==> config.mk <==
export PLATFORM = sky130hd
export DESIGN_NAME = alu_multiciclo_flat
export DESIGN_NICKNAME = d
export VERILOG_FILES = /design/src/rtl/alu_pkg.sv /design/src/rtl/alu_multiciclo_if.sv /design/src/rtl/alu_iterativo.sv /design/src/rtl/alu_multiciclo.sv /design/src/flat_wrapper.sv
export SDC_FILE = /design/constraint.sdc
export NUM_CORES = 1
export LEC_CHECK = 0
export ABC_CLOCK_PERIOD_IN_PS = 6500
export BUFFER_PORTS_ARGS = -buffer_cell sky130_fd_sc_hd__buf_4
export CORE_ASPECT_RATIO = 0.7
export CORE_UTILIZATION = 60
export CTS_CLUSTER_SIZE = 8
export DETAILED_ROUTE_END_ITERATION = 7
export PLACE_DENSITY = 0.79
export SLEW_MARGIN = 20
export SYNTH_ARGS = -nofsm -noshare
export SYNTH_HDL_FRONTEND = slang
export SYNTH_SLANG_ARGS = --single-unit
export TNS_END_PERCENT = 5
==> constraint.sdc <==
create_clock -name clock -period 6.5 [get_ports clock]
set_input_delay 1.625 -clock clock [delete_from_list [all_inputs] [get_ports clock]]
set_output_delay 1.625 -clock clock [all_outputs]
set_load 0.02 [all_outputs]
==> src/rtl/alu_pkg.sv <==
// Shared opcodes, FSM state and iterative-unit mode for the multi-cycle ALU.
package alu_pkg;

   localparam logic [3:0] OP_AND  = 4'b0000;
   localparam logic [3:0] OP_OR   = 4'b0001;
   localparam logic [3:0] OP_ADD  = 4'b0010;
   localparam logic [3:0] OP_SUB  = 4'b0110;
   localparam logic [3:0] OP_SLT  = 4'b0111;
   localparam logic [3:0] OP_NOR  = 4'b1100;
   localparam logic [3:0] OP_MUL  = 4'b1000;
   localparam logic [3:0] OP_DIVU = 4'b1001;
   localparam logic [3:0] OP_REMU = 4'b1010;

   typedef enum logic [1:0] {IDLE, CALC, DONE} state_t;

   typedef enum logic [1:0] {MODE_MUL, MODE_DIV, MODE_REM} modo_t;

   function automatic logic is_iterativo(input logic [3:0] op);
      return (op == OP_MUL) || (op == OP_DIVU) || (op == OP_REMU);
   endfunction

   function automatic modo_t modo_de(input logic [3:0] op);
      case (op)
         OP_DIVU: return MODE_DIV;
         OP_REMU: return MODE_REM;
         default: return MODE_MUL;
      endcase
   endfunction

endpackage

==> src/rtl/alu_multiciclo_if.sv <==
// Request/response bus of the multi-cycle ALU.
// A request transfers on a rising edge with in_valid & in_ready; a result transfers
// on a rising edge with out_valid & out_ready. Senders hold data stable until transfer.
interface alu_multiciclo_if #(parameter int WIDTH = 32) ();
   logic             in_valid;
   logic             in_ready;
   logic [3:0]       ALUcontrol;
   logic [WIDTH-1:0] entrada1;
   logic [WIDTH-1:0] entrada2;
   logic             out_valid;
   logic             out_ready;
   logic [WIDTH-1:0] saida;
   logic             Zero;
   logic             Negativo;
   logic             Overflow;
   logic             Invalido;

   modport master (
      output in_valid, ALUcontrol, entrada1, entrada2, out_ready,
      input  in_ready, out_valid, saida, Zero, Negativo, Overflow, Invalido
   );

   modport slave (
      input  in_valid, ALUcontrol, entrada1, entrada2, out_ready,
      output in_ready, out_valid, saida, Zero, Negativo, Overflow, Invalido
   );
endinterface

==> src/rtl/alu_iterativo.sv <==
// Shift-add multiplier and restoring divider, one bit per clock.
// The first step is taken on the start edge itself, so the unit finishes WIDTH-1 edges later.
module alu_iterativo
   import alu_pkg::*;
#(
   parameter int WIDTH = 32
) (
   input  logic             clock,
   input  logic             reset_n,
   input  logic             start,
   input  modo_t            modo,
   input  logic [WIDTH-1:0] a,
   input  logic [WIDTH-1:0] b,
   output logic             busy,
   output logic             done,
   output logic [WIDTH-1:0] resultado
);

   localparam int CW = $clog2(WIDTH + 1);
   localparam logic [CW-1:0] STEPS = CW'(WIDTH);

   // acc: product or partial remainder; ra: multiplicand or quotient; rb: multiplier or divisor
   logic [WIDTH-1:0] acc, ra, rb;
   modo_t            modo_r;
   logic [CW-1:0]    count;

   logic [WIDTH-1:0] cur_acc, cur_ra, cur_rb;
   logic [WIDTH-1:0] nxt_acc, nxt_ra, nxt_rb;
   modo_t            cur_modo;
   logic [WIDTH:0]   shifted, trial;

   always_comb begin
      cur_acc  = start ? '0   : acc;
      cur_ra   = start ? a    : ra;
      cur_rb   = start ? b    : rb;
      cur_modo = start ? modo : modo_r;
      nxt_acc  = cur_acc;
      nxt_ra   = cur_ra;
      nxt_rb   = cur_rb;
      shifted  = {cur_acc, cur_ra[WIDTH-1]};
      trial    = shifted - {1'b0, cur_rb};
      if (cur_modo == MODE_MUL) begin
         if (cur_rb[0]) nxt_acc = cur_acc + cur_ra;
         nxt_ra = cur_ra << 1;
         nxt_rb = cur_rb >> 1;
      end else if (!trial[WIDTH]) begin
         nxt_acc = trial[WIDTH-1:0];
         nxt_ra  = {cur_ra[WIDTH-2:0], 1'b1};
      end else begin
         nxt_acc = shifted[WIDTH-1:0];
         nxt_ra  = {cur_ra[WIDTH-2:0], 1'b0};
      end
   end

   always_ff @(posedge clock or negedge reset_n) begin
      if (!reset_n) begin
         acc    <= '0;
         ra     <= '0;
         rb     <= '0;
         modo_r <= MODE_MUL;
         count  <= '0;
         busy   <= 1'b0;
      end else if (start) begin
         acc    <= nxt_acc;
         ra     <= nxt_ra;
         rb     <= nxt_rb;
         modo_r <= modo;
         count  <= CW'(1);
         busy   <= 1'b1;
      end else if (busy) begin
         if (count == STEPS) begin
            busy <= 1'b0;
         end else begin
            acc   <= nxt_acc;
            ra    <= nxt_ra;
            rb    <= nxt_rb;
            count <= count + CW'(1);
         end
      end
   end

   assign done      = busy && (count == STEPS);
   assign resultado = (modo_r == MODE_DIV) ? ra : acc;

endmodule

==> src/rtl/alu_multiciclo.sv <==
// Multi-cycle ALU: handshake FSM, single-cycle operations, flag generation and
// output registers; MUL/DIVU/REMU are delegated to alu_iterativo.
module alu_multiciclo
   import alu_pkg::*;
#(
   parameter int WIDTH = 32
) (
   input  logic              clock,
   input  logic              reset_n,
   alu_multiciclo_if.slave   bus,
   output state_t            state_dbg
);

   state_t state, nxt_state;

   logic             accept, iter_op, it_done, it_busy;
   logic [WIDTH-1:0] it_res;
   logic [WIDTH-1:0] a, b, sum, dif;
   logic [WIDTH-1:0] s_res;
   logic             s_ovf, s_inv;

   logic [WIDTH-1:0] saida_r;
   logic             zero_r, neg_r, ovf_r, inv_r;

   assign a       = bus.entrada1;
   assign b       = bus.entrada2;
   assign accept  = bus.in_valid && (state == IDLE);
   assign iter_op = is_iterativo(bus.ALUcontrol);

   alu_iterativo #(.WIDTH(WIDTH)) u_iter (
      .clock     (clock),
      .reset_n   (reset_n),
      .start     (accept && iter_op),
      .modo      (modo_de(bus.ALUcontrol)),
      .a         (a),
      .b         (b),
      .busy      (it_busy),
      .done      (it_done),
      .resultado (it_res)
   );

   assign sum = a + b;
   assign dif = a - b;

   always_comb begin
      s_res = '0;
      s_ovf = 1'b0;
      s_inv = 1'b0;
      case (bus.ALUcontrol)
         OP_AND: s_res = a & b;
         OP_OR:  s_res = a | b;
         OP_NOR: s_res = ~(a | b);
         OP_ADD: begin
            s_res = sum;
            s_ovf = (a[WIDTH-1] == b[WIDTH-1]) && (sum[WIDTH-1] != a[WIDTH-1]);
         end
         // For SUB the B sign is inverted before the same-sign test
         OP_SUB: begin
            s_res = dif;
            s_ovf = (a[WIDTH-1] != b[WIDTH-1]) && (dif[WIDTH-1] != a[WIDTH-1]);
         end
         OP_SLT: s_res = {{(WIDTH-1){1'b0}}, ($signed(a) < $signed(b))};
         OP_MUL, OP_DIVU, OP_REMU: s_res = '0;
         default: s_inv = 1'b1;
      endcase
   end

   always_comb begin
      nxt_state = state;
      case (state)
         IDLE: if (accept) nxt_state = iter_op ? CALC : DONE;
         CALC: if (it_done) nxt_state = DONE;
         DONE: if (bus.out_ready) nxt_state = IDLE;
         default: nxt_state = IDLE;
      endcase
   end

   always_ff @(posedge clock or negedge reset_n) begin
      if (!reset_n) state <= IDLE;
      else          state <= nxt_state;
   end

   always_ff @(posedge clock or negedge reset_n) begin
      if (!reset_n) begin
         saida_r <= '0;
         zero_r  <= 1'b1;
         neg_r   <= 1'b0;
         ovf_r   <= 1'b0;
         inv_r   <= 1'b0;
      end else if (accept && !iter_op) begin
         saida_r <= s_res;
         zero_r  <= (s_res == '0);
         neg_r   <= s_res[WIDTH-1];
         ovf_r   <= s_ovf;
         inv_r   <= s_inv;
      end else if (state == CALC && it_done) begin
         saida_r <= it_res;
         zero_r  <= (it_res == '0);
         neg_r   <= it_res[WIDTH-1];
         ovf_r   <= 1'b0;
         inv_r   <= 1'b0;
      end
   end

   assign bus.in_ready  = (state == IDLE);
   assign bus.out_valid = (state == DONE);
   assign bus.saida     = saida_r;
   assign bus.Zero      = zero_r;
   assign bus.Negativo  = neg_r;
   assign bus.Overflow  = ovf_r;
   assign bus.Invalido  = inv_r;
   assign state_dbg     = state;

endmodule

==> src/flat_wrapper.sv <==
// flat-port wrapper written by rule: the top's interface ports become plain ports
module alu_multiciclo_flat import alu_pkg::*;
#(
   parameter int WIDTH = 32
)
  (clock, reset_n, state_dbg, bus_in_valid, bus_ALUcontrol, bus_entrada1, bus_entrada2, bus_out_ready, bus_in_ready, bus_out_valid, bus_saida, bus_Zero, bus_Negativo, bus_Overflow, bus_Invalido);
  alu_multiciclo_if #(.WIDTH(WIDTH)) bus_i ();
  input  logic clock;
  input  logic reset_n;
  output state_t state_dbg;
  input wire logic [$bits(bus_i.in_valid)-1:0] bus_in_valid;
  input wire logic [$bits(bus_i.ALUcontrol)-1:0] bus_ALUcontrol;
  input wire logic [$bits(bus_i.entrada1)-1:0] bus_entrada1;
  input wire logic [$bits(bus_i.entrada2)-1:0] bus_entrada2;
  input wire logic [$bits(bus_i.out_ready)-1:0] bus_out_ready;
  output wire logic [$bits(bus_i.in_ready)-1:0] bus_in_ready;
  output wire logic [$bits(bus_i.out_valid)-1:0] bus_out_valid;
  output wire logic [$bits(bus_i.saida)-1:0] bus_saida;
  output wire logic [$bits(bus_i.Zero)-1:0] bus_Zero;
  output wire logic [$bits(bus_i.Negativo)-1:0] bus_Negativo;
  output wire logic [$bits(bus_i.Overflow)-1:0] bus_Overflow;
  output wire logic [$bits(bus_i.Invalido)-1:0] bus_Invalido;
  assign bus_i.in_valid = bus_in_valid;
  assign bus_i.ALUcontrol = bus_ALUcontrol;
  assign bus_i.entrada1 = bus_entrada1;
  assign bus_i.entrada2 = bus_entrada2;
  assign bus_i.out_ready = bus_out_ready;
  assign bus_in_ready = bus_i.in_ready;
  assign bus_out_valid = bus_i.out_valid;
  assign bus_saida = bus_i.saida;
  assign bus_Zero = bus_i.Zero;
  assign bus_Negativo = bus_i.Negativo;
  assign bus_Overflow = bus_i.Overflow;
  assign bus_Invalido = bus_i.Invalido;
  alu_multiciclo #(.WIDTH(WIDTH)) u_core (.clock(clock), .reset_n(reset_n), .bus(bus_i), .state_dbg(state_dbg));
endmodule
==> results of run 1 <==
==> registers in the layout (all words and copies together), names as in the netlist <==
name	cells
u_core.bus.saida	32
u_core.u_iter.acc	32
u_core.u_iter.ra	32
u_core.u_iter.rb	32
u_core.u_iter.count	6
u_core.state_dbg	2
u_core.u_iter.modo_r	2
u_core.bus.Invalido	1
u_core.bus.Overflow	1
u_core.bus.Zero	1
u_core.u_iter.busy	1
==> timing repair <==
item	in CTS	in global routing
gates resized for setup	0	0
hold endpoints to repair	0	0
setup buffers	0	1
setup endpoints to repair	0	3
==> cells in the mapped netlist (7+ instances only) <==
library cell / instances / area, um2
buf_1: 15 / 56.3
o211ai_1: 18 / 135
mux2i_1: 60 / 601
o21a_1: 14 / 105
a22oi_1: 50 / 375
o22a_1: 10 / 87.6
o22ai_1: 24 / 150
nor2_1: 244 / 916
a211oi_1: 22 / 165
inv_1: 109 / 409
xor2_1: 23 / 201
xnor2_1: 40 / 350
or2_2: 7 / 43.8
o21ai_0: 150 / 751
nand3_1: 35 / 175
o21bai_1: 18 / 135
o31ai_1: 12 / 90.1
o221ai_1: 12 / 105
nor2b_1: 17 / 106
a31oi_1: 21 / 131
nor3_1: 34 / 170
a211o_1: 7 / 61.3
and2_1: 46 / 288
nand2b_1: 13 / 81.3
nand4_1: 23 / 144
a221oi_1: 27 / 236
dfrtp_1: 141 / 3530
clkbuf_1: 89 / 334
ha_1: 164 / 2050
o211a_1: 7 / 70.1
a21o_1: 45 / 338
or3_1: 9 / 56.3
buf_2: 20 / 100
nand2_1: 281 / 1050
a21oi_1: 196 / 981
and3_1: 8 / 50.1
a221o_1: 21 / 210
nor4_1: 27 / 169
==> worst paths after layout <==
kind,startpoint,to,slack (ps),cells after the start
max in group asynchronous,reset_n,u_core.u_iter.acc[6],4010,2
min reg2reg,u_core.u_iter.rb[31],u_core.u_iter.rb[31],500,2
min in group asynchronous,reset_n,u_core.u_iter.rb[24],1240,1
max,bus_ALUcontrol[2],u_core.u_iter.acc[22],90,20
max reg2reg,u_core.state_dbg[0],u_core.u_iter.acc[22],740,21
min,u_core.u_iter.rb[31],u_core.u_iter.rb[31],500,2
==> power by group <==
part | internal [mW] | switching [mW]
Clock | 0.533 | 0.418
Sequential | 1.28 | 0.485
Combinational | 2.35 | 3.48
==> final cells by class <==
cell class / instances / share of cell area (%)
clock buffer: 21 / 2.47
clock inverter: 11 / 0.516
inverter: 114 / 2.36
multi-input combinational: 1810 / 65.4
sequential: 142 / 19.5
tap: 364 / 2.50
timing repair buffer: 169 / 7.20
==> worst min-delay path, stage by stage (launching register included) <==
cell     delay [ps]
dfrtp_1         350
nand2_1          50
o31ai_1          60
==> through the flow <==
step                      std cells  utilization (%)  setup slack [ps]  setup TNS [ps]  hold slack (ps)
final                          2631             68.1              93.5               0              503
after global routing           2631             68.1              31.7               0              534
after CTS                      2630             68.1               264               0              496
after detailed placement       2598             66.0              -150           -1380              482
after global placement         2598             66.0              50.1               0              462
after floorplan                2193                -               254               0              448
==> routing by layer <==
layer	GRT usage, %	vias up
met3	11.5	180
met1	63.4	8574
met5	0	-
met4	17.8	2
met2	67.6	1257
li1	-	8133
==> cells by family (layout without fill, tap and decap cells) <==
kind of cell | Yosys count | in the layout | share of synthesized area (%)
multiplexers | 65 | 65 | 4.10
AO/OA/AOI/OAI | 741 | 741 | 30.3
flip-flops | 142 | 142 | 21.8
buffers and inverters | 241 | 315 | 5.81
XOR/XNOR | 63 | 63 | 3.38
AND/OR/NAND/NOR | 773 | 773 | 21.6
adder cells (fa/ha/maj) | 168 | 168 | 13.1
==> results.yml, run 1 <==
placement:
  dp.final_hpwl_um: 48700
  placed_area_um2: 17600
  portBuffers: 111
  place_congestion: 1.06
setup_path:
  worst-path-buf-inv: 4
  cp_cell_sequence: "buf_4, nor2b_1, nand3_4, buf_12, and2_1, ha_1, o21ai_0, a211oi_1, o221a_2, nand4_1, a31oi_1, o21ai_1, o311ai_0, a21oi_1, xor2_4, buf_12, buf_4, nand2_1, o22ai_1, a221o_1"
  crit_required_ps: 6820
  arrival_ps: 6730
  critPathCaptureType: "flip-flop"
  cp_max_fo: 127
  critPathSlowestCell: "a31oi_1"
  crit_family: "compound AO/OA/AOI/OAI gates"
  startpoint_type: "input pin"
  max_stage_delay_ps: 430
  critPathKind: "input pin to flip-flop"
clock_tree:
  tritoncts: "yes"
  ctsLongestPathBuffers: 2
  hold_buffers: 0
  clk_latency_ps: 450
  path_clk_slew_ps: 70
  cts_buffers: 17
  htree_levels: 4
  clockRootBuffer: "clkbuf_16"
  cts_sinks: 142
route:
  drc: 0
  route.met2.wl_um: 27400
  highest_layer: "met5"
  viasPerCell: 6.90
  routed_wirelength_um: 64300
  dr_wl_met3_um: 8350
  vias: 18100
  first_iter_violations: 2136
  wl_per_cell_um: 24.5
  wl_met1_um: 26000
  first_pass_iters: 6
  ant_nets: 0
sta:
  rsz0062_at_grt: "no"
  clock_skew_ps: 14.7
  slew_headroom_pct: 23.4
  fin_crit_ps: 6410
  fmax_mhz: 156
  tightest_slew_ps: 1150
  hold_viol: 0
  fin_crit_sh_pct: 98.6
  slew_violations: 0
  setup-violations-final: 0
hold_path:
  hold_class: "flip-flop to flip-flop"
grt:
  grt_usage_pct: 45.7
  grt_max_degree: 128
  grt_pass1_wl_um: 96700
  grt_pass1_vias: 16500
  grt_overflow: 0
  antenna_found_initial: 1
finish:
  final_nets: 2494
  final_cell_mix: "nand2_1 (281), nor2_1 (240), a21oi_1 (194), buf_4 (165), ha_1 (164)"
  design_area_um2: 18200
  layout_commonest_cell: "nand2_1"
  nFillCells: 2303
  drive_gt1_share_pct: 11.2
  multi_input_area_um2: 11900
  synthToLayoutAreaGrowth_pct: 11.5
  num_antenna_cells: 0
  ff_latch_area_um2: 3550
synthesis:
  async_reset_ff_share_pct: 100
  ys.flop_type: "dfrtp_1"
  syn_nets: 2433
  yosysSeqAreaShare_pct: 21.8
  yosysWarnings: 0
  syn_area_um2: 16300
  ys_ff_latch: 142
  syn_inst: 2193
  synth_edf_count: 0
  synth_cell_type_count: 98
  avgSynthCellArea_um2: 7.44
die:
  die_area_um2: 27900
  dieWidth_um: 199
  rows: 50
  core_um2: 26700
  start_util_pct: 61.1
  ios: 112
  die_h_um: 140
power:
  totalPowerFinal_mw: 8.54
  power_density_nw_per_um2: 469
  ir_drop_mv: 0.291
  leakagePower_nw: 8.49
outcome:
  status: "finished, final reports clean"
run:
  maxCapViolCount: 0
Power figures use the tool's default switching activity.
==> run 2: changes to the inputs <==
Settings changed: CORE_UTILIZATION 60 to 25, PLACE_DENSITY 0.79 to default.
==> run 2 against run 1 <==
Against the previous run:
- sequential share of layout area fell by 0.75 points
- via count fell by 1.4%
- maximum frequency rose by 2.7%
- combinational power rose by 0.9%
- wire length rose by 11%
- count of clock-buffer cells in the layout fell by 4
- utilization fell by 38 points
- largest power group unchanged
- sequential power barely moved
- clock power rose by 9%
- total power rose by 2.0%
==> results.yml, run 2 (synthesis results as in run 1) <==
outcome:
  status: "finished, final reports clean"
clock_tree:
  post_cts_buffers: 0
  cts_buffers: 17
  ctsLongestPathBuffers: 2
  tritoncts: "yes"
  cts_sinks: 142
  clk_latency_ps: 460
  clockRootBuffer: "clkbuf_16"
  path_clk_slew_ps: 80
  htree_levels: 4
sta:
  fmax_mhz: 160
  hold_viol: 0
  clock_skew_ps: 16.3
  slew_headroom_pct: 16.1
  setup_ws_ps: 264
  fin_crit_sh_pct: 95.9
  rsz0062_at_grt: "no"
  tightest_slew_ps: 1250
  slew_violations: 0
  fin_crit_ps: 6240
  setup-violations-final: 0
die:
  die_area_um2: 66300
  rows: 77
  die_h_um: 216
  start_util_pct: 25.6
  core_um2: 63800
  dieWidth_um: 307
  ios: 112
route:
  first_pass_iters: 6
  wl_per_cell_um: 22.7
  first_iter_violations: 2525
  viasPerCell: 5.69
  drc: 0
  routed_wirelength_um: 71400
  vias: 17900
  ant_nets: 0
placement:
  dp.final_hpwl_um: 56100
  portBuffers: 111
  place_ws_ps: -130
  place_congestion: 1.01
power:
  power.internal_mw: 4.12
  power_density_nw_per_um2: 460
  seqPwrFrac_pct: 20.6
  pwr-share-clk_pct: 12.0
  totalPowerFinal_mw: 8.71
  power_frac_comb_pct: 67.5
  leakagePower_nw: 8.56
  p_sw_share_pct: 52.7
  switchingPower_mw: 4.59
  ir_drop_mv: 0.291
finish:
  final_nets: 2500
  drive_gt1_share_pct: 11.6
  layout_commonest_cell: "nand2_1"
  final_cell_mix: "nand2_1 (281), nor2_1 (241), a21oi_1 (194), buf_4 (171), ha_1 (164)"
  synthToLayoutAreaGrowth_pct: 16.0
setup_path:
  critPathKind: "input pin to flip-flop"
  startpoint_type: "input pin"
  cp_max_fo: 8
  crit_required_ps: 6840
  critPathCaptureType: "flip-flop"
  arrival_ps: 6580
grt:
  grt_pass1_wl_um: 106000
  grt_usage_pct: 20.9
  grt_overflow: 0
  antenna_found_initial: 2
  grt_max_degree: 77
  grt_pass1_vias: 15800
run:
  maxCapViolCount: 0
hold_path:
  hold_class: "flip-flop to flip-flop"
## run 2: cell count changes in the layout (fill, tap and decap cells not counted), sizes merged
cell      previous run  this run
clkinv               9         7
buf                169       175
clkbuf              21        17
clkinvlp             4         0
inv                111       121
diode                0         1
## run 2: worst max-delay path, cell delays in order
cell      delay (ps)
buf_4            110
nor2b_1          420
nand3_4          250
mux2i_1          220
ha_1             270
fa_1             450
nand2b_1         210
a211oi_1         290
o221a_2          280
nand4_1          200
a31oi_1          450
o21ai_1          190
o311ai_0         370
a21oi_1          210
xor2_4           230
buf_4            230
mux2i_1          210
nor2_1            50
a221o_1          270
## run 2: power by group through the flow
stage | clock, mW | combinational [mW] | sequential, mW
final | 1.04 | 5.88 | 1.79
after global routing | 1.08 | 6.40 | 1.80
after CTS | 1.05 | 5.71 | 1.75
after detailed placement | 0 | 5.68 | 1.76
after global placement | 0 | 5.66 | 1.77
after floorplan | 0 | 3.96 | 1.61
## run 2: final cells by class
cell class / instances / area, um2
fillers: 6990 / 44900
multi-input cells: 1810 / 11900
flip-flops and latches: 142 / 3550
repair buffers: 175 / 1350
well taps: 869 / 1090
inverters: 114 / 430
clock buffers: 17 / 425
clock inverters: 15 / 165
diodes: 1 / 2.50
## run 2: what timing repair did
action / 4_1_cts / 5_1_grt
gates resized for setup: 0 / 1
hold buffers: 0 / 0
setup endpoints to repair: 0 / 1
## run 2: layer usage
metal | share of wire [%] | vias up | GRT usage, % | wire [um]
li1 | - | 8127 | - | -
met1 | 47 | 8500 | 33.4 | 33600
met2 | 37 | 1189 | 26.6 | 26300
met3 | 15 | 80 | 6.85 | 10600
met4 | 1.2 | 2 | 2.72 | 843
met5 | 0.018 | - | 0 | 13
## run 2: through the flow
step	instances	area, um2	hold WS [ps]	TNS, ps	util, %
after floorplan	2193	16300	448	0	-
after global placement	3110	18300	467	-68.6	28.7
after detailed placement	3110	18300	471	-905	28.7
after CTS	3142	18900	487	0	29.7
after global routing	3142	18900	523	0	29.7
final	3143	18900	487	0	29.7
## run 2: worst paths after layout
path                       depth (start not counted)                     end                 start  slack [ps]
max reg2reg                                       19   u_core.u_iter.acc[25]   u_core.state_dbg[0]         720
max in group asynchronous                          2     u_core.bus.saida[5]               reset_n        4070
min in group asynchronous                          1  u_core.u_iter.count[3]               reset_n        1180
min reg2reg                                        2    u_core.u_iter.rb[31]  u_core.u_iter.rb[31]         490
min                                                2    u_core.u_iter.rb[31]  u_core.u_iter.rb[31]         490
max                                               19   u_core.u_iter.acc[25]     bus_ALUcontrol[2]         260
